### config.mk
export PLATFORM = sky130hd
export DESIGN_NAME = mem_dp_clr_flat
export DESIGN_NICKNAME = d
export VERILOG_FILES = /design/src/rtl/mem_pkg.sv /design/src/rtl/mem_dp_clr_if.sv /design/src/rtl/mem_clear_fsm.sv /design/src/rtl/mem_dp_clr.sv /design/src/flat_wrapper.sv
export SDC_FILE = /design/constraint.sdc
export NUM_CORES = 2
export LEC_CHECK = 0
export CELL_PAD_IN_SITES_DETAIL_PLACEMENT = 0
export CELL_PAD_IN_SITES_GLOBAL_PLACEMENT = 1
export CORE_MARGIN = 3
export CORE_UTILIZATION = 30
export CTS_CLUSTER_DIAMETER = 60
export DETAILED_ROUTE_END_ITERATION = 6
export GPL_ROUTABILITY_DRIVEN = 0
export HOLD_SLACK_MARGIN = 0.06
export PLACE_DENSITY_LB_ADDON = 0.15
export SYNTH_ARGS = -nofsm -noshare
export SYNTH_HDL_FRONTEND = slang
export SYNTH_SLANG_ARGS = --single-unit
### constraint.sdc
create_clock -name clk -period 13.6 [get_ports clk]
set_input_delay 1.36 -clock clk [delete_from_list [all_inputs] [get_ports clk]]
set_output_delay 1.36 -clock clk [all_outputs]
set_load 0.1 [all_outputs]
### src/rtl/mem_pkg.sv
// Shared definitions for the memory family: clear-engine state type,
// depth helper and read-latency legality check.
package mem_pkg;

    typedef enum logic {
        ST_IDLE  = 1'b0,
        ST_CLEAR = 1'b1
    } clr_state_t;

    function automatic int depth(input int add_width);
        return 1 << add_width;
    endfunction

    function automatic bit read_latency_ok(input int read_latency);
        return (read_latency == 1) || (read_latency == 2);
    endfunction

endpackage

### src/rtl/mem_dp_clr_if.sv
// Request/response bundle of the clearable simple-dual-port memory.
interface mem_dp_clr_if #(
    parameter int DATA_WIDTH = 8,
    parameter int ADD_WIDTH  = 8
);
    logic                  write_en_in;
    logic [ADD_WIDTH-1:0]  write_addr_in;
    logic [DATA_WIDTH-1:0] write_data_in;
    logic                  read_en_in;
    logic [ADD_WIDTH-1:0]  read_addr_in;
    logic [DATA_WIDTH-1:0] read_data_out;
    logic                  read_valid_out;
    logic                  clear_req_in;
    logic                  busy_out;
    logic                  clear_done_out;

    modport master (
        output write_en_in, write_addr_in, write_data_in,
        output read_en_in, read_addr_in, clear_req_in,
        input  read_data_out, read_valid_out, busy_out, clear_done_out
    );

    modport slave (
        input  write_en_in, write_addr_in, write_data_in,
        input  read_en_in, read_addr_in, clear_req_in,
        output read_data_out, read_valid_out, busy_out, clear_done_out
    );
endinterface

### src/rtl/mem_clear_fsm.sv
// Clear engine: walks every address once after reset or on request and
// reports busy / done to the memory top.
module mem_clear_fsm
    import mem_pkg::*;
#(
    parameter int ADD_WIDTH = 8
) (
    input  logic                 clk,
    input  logic                 rst,
    input  logic                 clear_req_in,
    output logic                 busy_out,
    output logic                 clear_done_out,
    output logic                 clr_we,
    output logic [ADD_WIDTH-1:0] clr_addr
);

    clr_state_t           state, state_n;
    logic [ADD_WIDTH-1:0] clr_addr_n;
    logic                 done_n;

    // NOTE: state registers use non-blocking assignments so every flop
    // samples pre-edge values regardless of process ordering.
    always_ff @(posedge clk) begin
        if (rst) begin
            state          <= ST_CLEAR;
            clr_addr       <= '0;
            clear_done_out <= 1'b0;
        end else begin
            state          <= state_n;
            clr_addr       <= clr_addr_n;
            clear_done_out <= done_n;
        end
    end

    // NOTE: every output of this block gets a default first, so no path
    // leaves a signal unassigned and no latch is inferred.
    always_comb begin
        state_n    = state;
        clr_addr_n = clr_addr;
        done_n     = 1'b0;
        unique case (state)
            ST_CLEAR: begin
                clr_addr_n = clr_addr + ADD_WIDTH'(1);
                if (clr_addr == '1) begin
                    state_n = ST_IDLE;
                    done_n  = 1'b1;
                end
            end
            ST_IDLE: begin
                if (clear_req_in) begin
                    state_n    = ST_CLEAR;
                    clr_addr_n = '0;
                end
            end
            default: state_n = ST_CLEAR;
        endcase
    end

    assign busy_out = (state == ST_CLEAR);
    assign clr_we   = busy_out && !rst;

endmodule

### src/rtl/mem_dp_clr.sv
// Simple-dual-port RAM with registered read, optional output register,
// selectable read-during-write behaviour and a built-in clear engine.
module mem_dp_clr
    import mem_pkg::*;
#(
    parameter int DATA_WIDTH   = 8,
    parameter int ADD_WIDTH    = 8,
    parameter int READ_LATENCY = 1,
    parameter int BYPASS       = 1
) (
    input logic         clk,
    input logic         rst,
    mem_dp_clr_if.slave bus
);

    localparam int DEPTH = depth(ADD_WIDTH);

    if (!read_latency_ok(READ_LATENCY)) begin : g_bad_latency
        $error("mem_dp_clr: READ_LATENCY must be 1 or 2");
    end

    logic                  busy;
    logic                  clr_we;
    logic [ADD_WIDTH-1:0]  clr_addr;
    logic                  wr_acc;
    logic                  rd_acc;
    logic                  mem_we;
    logic [ADD_WIDTH-1:0]  mem_waddr;
    logic [DATA_WIDTH-1:0] mem_wdata;
    logic                  bypass_hit;
    logic                  rd_valid_q1;
    logic [DATA_WIDTH-1:0] rd_data_q1;

    mem_clear_fsm #(.ADD_WIDTH(ADD_WIDTH)) u_clear_fsm (
        .clk            (clk),
        .rst            (rst),
        .clear_req_in   (bus.clear_req_in),
        .busy_out       (busy),
        .clear_done_out (bus.clear_done_out),
        .clr_we         (clr_we),
        .clr_addr       (clr_addr)
    );

    assign bus.busy_out = busy;

    // A clear request in the same cycle drops the user write; reads still go.
    assign wr_acc = !busy && !rst && bus.write_en_in && !bus.clear_req_in;
    assign rd_acc = !busy && !rst && bus.read_en_in;

    assign mem_we    = clr_we || wr_acc;
    assign mem_waddr = clr_we ? clr_addr : bus.write_addr_in;
    assign mem_wdata = clr_we ? '0 : bus.write_data_in;

    logic [DATA_WIDTH-1:0] mem [DEPTH];

    // NOTE: the array has no reset so it maps onto block RAM; zeroing is
    // the clear engine's job.
    always_ff @(posedge clk) begin
        if (mem_we) begin
            mem[mem_waddr] <= mem_wdata;
        end
    end

    assign bypass_hit = (BYPASS != 0) && wr_acc && (bus.write_addr_in == bus.read_addr_in);

    always_ff @(posedge clk) begin
        if (rst) begin
            rd_valid_q1 <= 1'b0;
            rd_data_q1  <= '0;
        end else begin
            rd_valid_q1 <= rd_acc;
            if (rd_acc) begin
                rd_data_q1 <= bypass_hit ? bus.write_data_in : mem[bus.read_addr_in];
            end
        end
    end

    if (READ_LATENCY == 2) begin : g_lat2
        logic                  rd_valid_q2;
        logic [DATA_WIDTH-1:0] rd_data_q2;

        always_ff @(posedge clk) begin
            if (rst) begin
                rd_valid_q2 <= 1'b0;
                rd_data_q2  <= '0;
            end else begin
                rd_valid_q2 <= rd_valid_q1;
                if (rd_valid_q1) begin
                    rd_data_q2 <= rd_data_q1;
                end
            end
        end

        assign bus.read_valid_out = rd_valid_q2;
        assign bus.read_data_out  = rd_data_q2;
    end else begin : g_lat1
        assign bus.read_valid_out = rd_valid_q1;
        assign bus.read_data_out  = rd_data_q1;
    end

endmodule

### src/flat_wrapper.sv
// flat-port wrapper written by rule: the top's interface ports become plain ports
module mem_dp_clr_flat import mem_pkg::*;
#(
    parameter int DATA_WIDTH   = 8,
    parameter int ADD_WIDTH    = 8,
    parameter int READ_LATENCY = 1,
    parameter int BYPASS       = 1
)
  (clk, rst, bus_write_en_in, bus_write_addr_in, bus_write_data_in, bus_read_en_in, bus_read_addr_in, bus_clear_req_in, bus_read_data_out, bus_read_valid_out, bus_busy_out, bus_clear_done_out);
  mem_dp_clr_if #(.DATA_WIDTH(DATA_WIDTH), .ADD_WIDTH(ADD_WIDTH)) bus_i ();
  input logic clk;
  input logic rst;
  input wire logic [$bits(bus_i.write_en_in)-1:0] bus_write_en_in;
  input wire logic [$bits(bus_i.write_addr_in)-1:0] bus_write_addr_in;
  input wire logic [$bits(bus_i.write_data_in)-1:0] bus_write_data_in;
  input wire logic [$bits(bus_i.read_en_in)-1:0] bus_read_en_in;
  input wire logic [$bits(bus_i.read_addr_in)-1:0] bus_read_addr_in;
  input wire logic [$bits(bus_i.clear_req_in)-1:0] bus_clear_req_in;
  output wire logic [$bits(bus_i.read_data_out)-1:0] bus_read_data_out;
  output wire logic [$bits(bus_i.read_valid_out)-1:0] bus_read_valid_out;
  output wire logic [$bits(bus_i.busy_out)-1:0] bus_busy_out;
  output wire logic [$bits(bus_i.clear_done_out)-1:0] bus_clear_done_out;
  assign bus_i.write_en_in = bus_write_en_in;
  assign bus_i.write_addr_in = bus_write_addr_in;
  assign bus_i.write_data_in = bus_write_data_in;
  assign bus_i.read_en_in = bus_read_en_in;
  assign bus_i.read_addr_in = bus_read_addr_in;
  assign bus_i.clear_req_in = bus_clear_req_in;
  assign bus_read_data_out = bus_i.read_data_out;
  assign bus_read_valid_out = bus_i.read_valid_out;
  assign bus_busy_out = bus_i.busy_out;
  assign bus_clear_done_out = bus_i.clear_done_out;
  mem_dp_clr #(.DATA_WIDTH(DATA_WIDTH), .ADD_WIDTH(ADD_WIDTH), .READ_LATENCY(READ_LATENCY), .BYPASS(BYPASS)) u_core (.clk(clk), .rst(rst), .bus(bus_i));
endmodule
==> results.ini <==
[setup_path]
startpoint_type = input pin
r2r_end = u_core.mem[102][4]
r2r_cells = 5
crit_type = in -> reg
required_ns = 14.06
critPathMaxFanout = 36
cp_data_arrival_time_ns = 6.00
reg2reg_slack_ns = 9.17
r2r_start = u_core.u_clear_fsm.busy_out
setup.worst_path.start = rst
endpoint_kind = register

[clock_tree]
numCtsBuffers = 231
htreeDepth = 4
cts_buffer_depth = 3
cts_setup_buffers = 0
worst_skew_pair.late_latency_ns = 0.86
cts.sinks = 2067
cts-resized-gates = 0
cts_tree = done
clkTransAtPathRegs_ns = 0.06
cts-root-buf = clkbuf_16
cts_hold_buf = 0

[place]
placed_cells = 7313
port_buffers = 39
place_hpwl_um = 157000
place_area_um2 = 85600

[route]
drc = 0
routed_via_density = 5.09
ant_nets = 0
num_vias = 39423
drt_iter0_drc = 3734
wl_per_cell_um = 32.6
drt-pass1-iter-count = 5
wl_um = 252000

[status]
status = finished clean

[timing]
slew_viol_final = 0
min_period_ns = 5.54
setup_violations = 0
fin_tns_setup_ns = 0
clock_skew_ns = 0.0530
rsz0062_at_grt = no
hold_viol = 0
worstMarginPinSlew_ns = 1.35
fmax_ghz = 0.181
slew_headroom_pct = 7.47
fin_crit_sh_pct = 40.7

[synth]
synth_flop_cell = edfxtp_1
synthesis.area_um2 = 81000
synth_edf_count = 2048
syn_area_per_cell_um2 = 21.1
seq_area_frac_synth_pct = 76.4
async_flop_share_pct = 0
syn_inst = 3848
syn_nets = 3878
synth_cell_types = 60
yosysWarnings = 0
ys_seq_elements = 2067

[floorplan]
start_util_pct = 30.2
dieArea_um2 = 276000
die_w_um = 526
io_pins = 40
core.rowCount = 190
coreArea_um2 = 268000
die_height_um = 526

[cells_and_area]
area_growth_pct = 14.8
nNetsFinal = 4024
stdcell_count = 7742
fin_area_um2 = 93000
drive_gt1_share_pct = 24.0
nFillCells = 24901

[power_and_ir_drop]
clock_power_share_pct = 44.1
switching_share_pct = 22.6
peakVddDrop_v = 0.000129
power.internal_mw = 10.7
p_per_area_nw_per_um2 = 149
comb_power_share_pct = 5.2
pwr-share-seq_pct = 50.7
power.leakage_nw = 28.6
power_switching_mw = 3.12

[hold_path]
worstHoldStart = u_core.u_clear_fsm.clr_addr[2]
min_to = u_core.u_clear_fsm.clr_addr[2]
min_path_type = reg -> reg
hold_depth = 2

[global_routing]
grt_max_degree = 158
grt_pass1_wl_um = 348000
grt_pass1_vias = 40762
grt.total_usage_pct = 18.0
grt_overflow_total = 0
antenna_found_initial = 16

[flow_run]
maxCapViolations = 0

[metal layers]
layer,GRT usage [%],wire length (µm)
met5,0,13
met4,3.77,4850
met3,2.86,11800
met2,29.6,123000
met1,25.3,113000
[stage by stage]
stage | power, mW | hold slack [ns] | util [%] | setup slack, ns
final | 13.8 | 0.556 | 34.6 | 8.06
after global routing | 14.3 | 0.600 | 34.6 | 7.82
after CTS | 14.0 | 0.565 | 34.6 | 8.09
after detailed placement | 7.89 | 0.554 | 31.9 | 7.16
after global placement | 7.89 | 0.545 | 31.9 | 7.28
after floorplan | 7.57 | 0.483 | - | 7.12
[cells in the mapped netlist, types with 7 or more instances]
library cell / number / area, µm²
mux2i_1: 146 / 1460
buf_2: 51 / 255
dfxtp_1: 19 / 380
nand2b_1: 19 / 119
or3_1: 9 / 56.3
a22oi_1: 36 / 270
o221ai_1: 14 / 123
buf_1: 11 / 41.3
edfxtp_1: 2048 / 61500
nand2_1: 123 / 462
a21oi_1: 37 / 185
nor2b_1: 16 / 100
mux2_2: 18 / 203
clkbuf_1: 94 / 353
buf_6: 28 / 315
and2_1: 27 / 169
nand3_1: 59 / 295
a221oi_1: 13 / 114
mux4_2: 517 / 11600
o21ai_0: 28 / 140
o21a_1: 8 / 60.1
nor2_1: 310 / 1160
nor3_1: 26 / 130
xnor2_1: 8 / 70.1
nand3b_1: 9 / 67.6
a31oi_1: 7 / 43.8
a211oi_1: 18 / 135
buf_4: 32 / 240
o22ai_1: 27 / 169
o2111ai_1: 8 / 70.1
[power groups by stage]
stage	Sequential [mW]	Combinational [mW]	Clock, mW
global route	7.01	0.763	6.51
global placement	7.15	0.745	0
detailed placement	7.15	0.744	0
floorplan	7.17	0.405	0
finish	7.01	0.723	6.11
CTS	7.01	0.744	6.26
[area by class of cell]
cell class / instances / area (µm²) / share of cell area [%]
Tap cell: 3552 / 4440 / 4.78
Antenna cell: 5 / 12.5 / 0.0135
Clock inverter: 153 / 1460 / 1.57
Clock buffer: 271 / 5930 / 6.38
Multi-Input combinational cell: 1551 / 17900 / 19.3
Inverter: 7 / 31.3 / 0.0336
Timing Repair Buffer: 136 / 1290 / 1.39
Sequential cell: 2067 / 61900 / 66.5
[sequential cells by signal (all words and copies together), names as in the netlist]
register                           count
u_core.mem                          2048
u_core.bus.read_data_out               8
u_core.u_clear_fsm.clr_addr            8
u_core.bus.read_valid_out              1
u_core.u_clear_fsm.busy_out            1
u_core.u_clear_fsm.clear_done_out      1
[cell usage in the layout (no fill, tap or decap), drive strengths merged, types with 31 or more instances in the layout]
master         Yosys  layout
nand3             59      59
buf              128     102
mux4             517     517
o21ai             31      31
clkdlybuf4s50      0      34
mux2i            146     146
a21oi             37      37
clkinv             1     111
clkbuf            95     271
nand2            123     123
nor2             310     310
edfxtp          2048    2048
a22oi             36      36
[cell families after synthesis]
family / Yosys count / synth area share, %
AOI/OAI and AO/OA: 235 / 2.02
xor gates and xnor gates: 8 / 0.0865
adders and majority gates: 1 / 0.0154
buffers and inverters: 230 / 1.64
DFF: 2067 / 76.4
muxes: 681 / 16.4
and+or+nand+nor: 626 / 3.42
[worst max-delay path, stage by stage]
cell	delay (ns)
clkdlybuf4s50_1	0.46
buf_4	0.27
nand2b_2	0.75
mux2i_1	0.50
nor2b_1	0.61
nand3_2	0.96
nor2_1	0.99
[worst max-delay path by stage]
stage | to | slack, ns | depth (start not counted)
after floorplan | u_core.mem[0][2] | 7.12 | 6
after detailed placement | u_core.mem[54][1] | 7.16 | 7
after CTS | u_core.mem[102][4] | 8.09 | 7
final | u_core.mem[102][4] | 8.06 | 7
after global routing | u_core.mem[57][0] | 7.82 | 7
after global placement | u_core.bus.read_data_out[2] | 7.28 | 10
No activity file was read; power rests on OpenSTA's default activity.
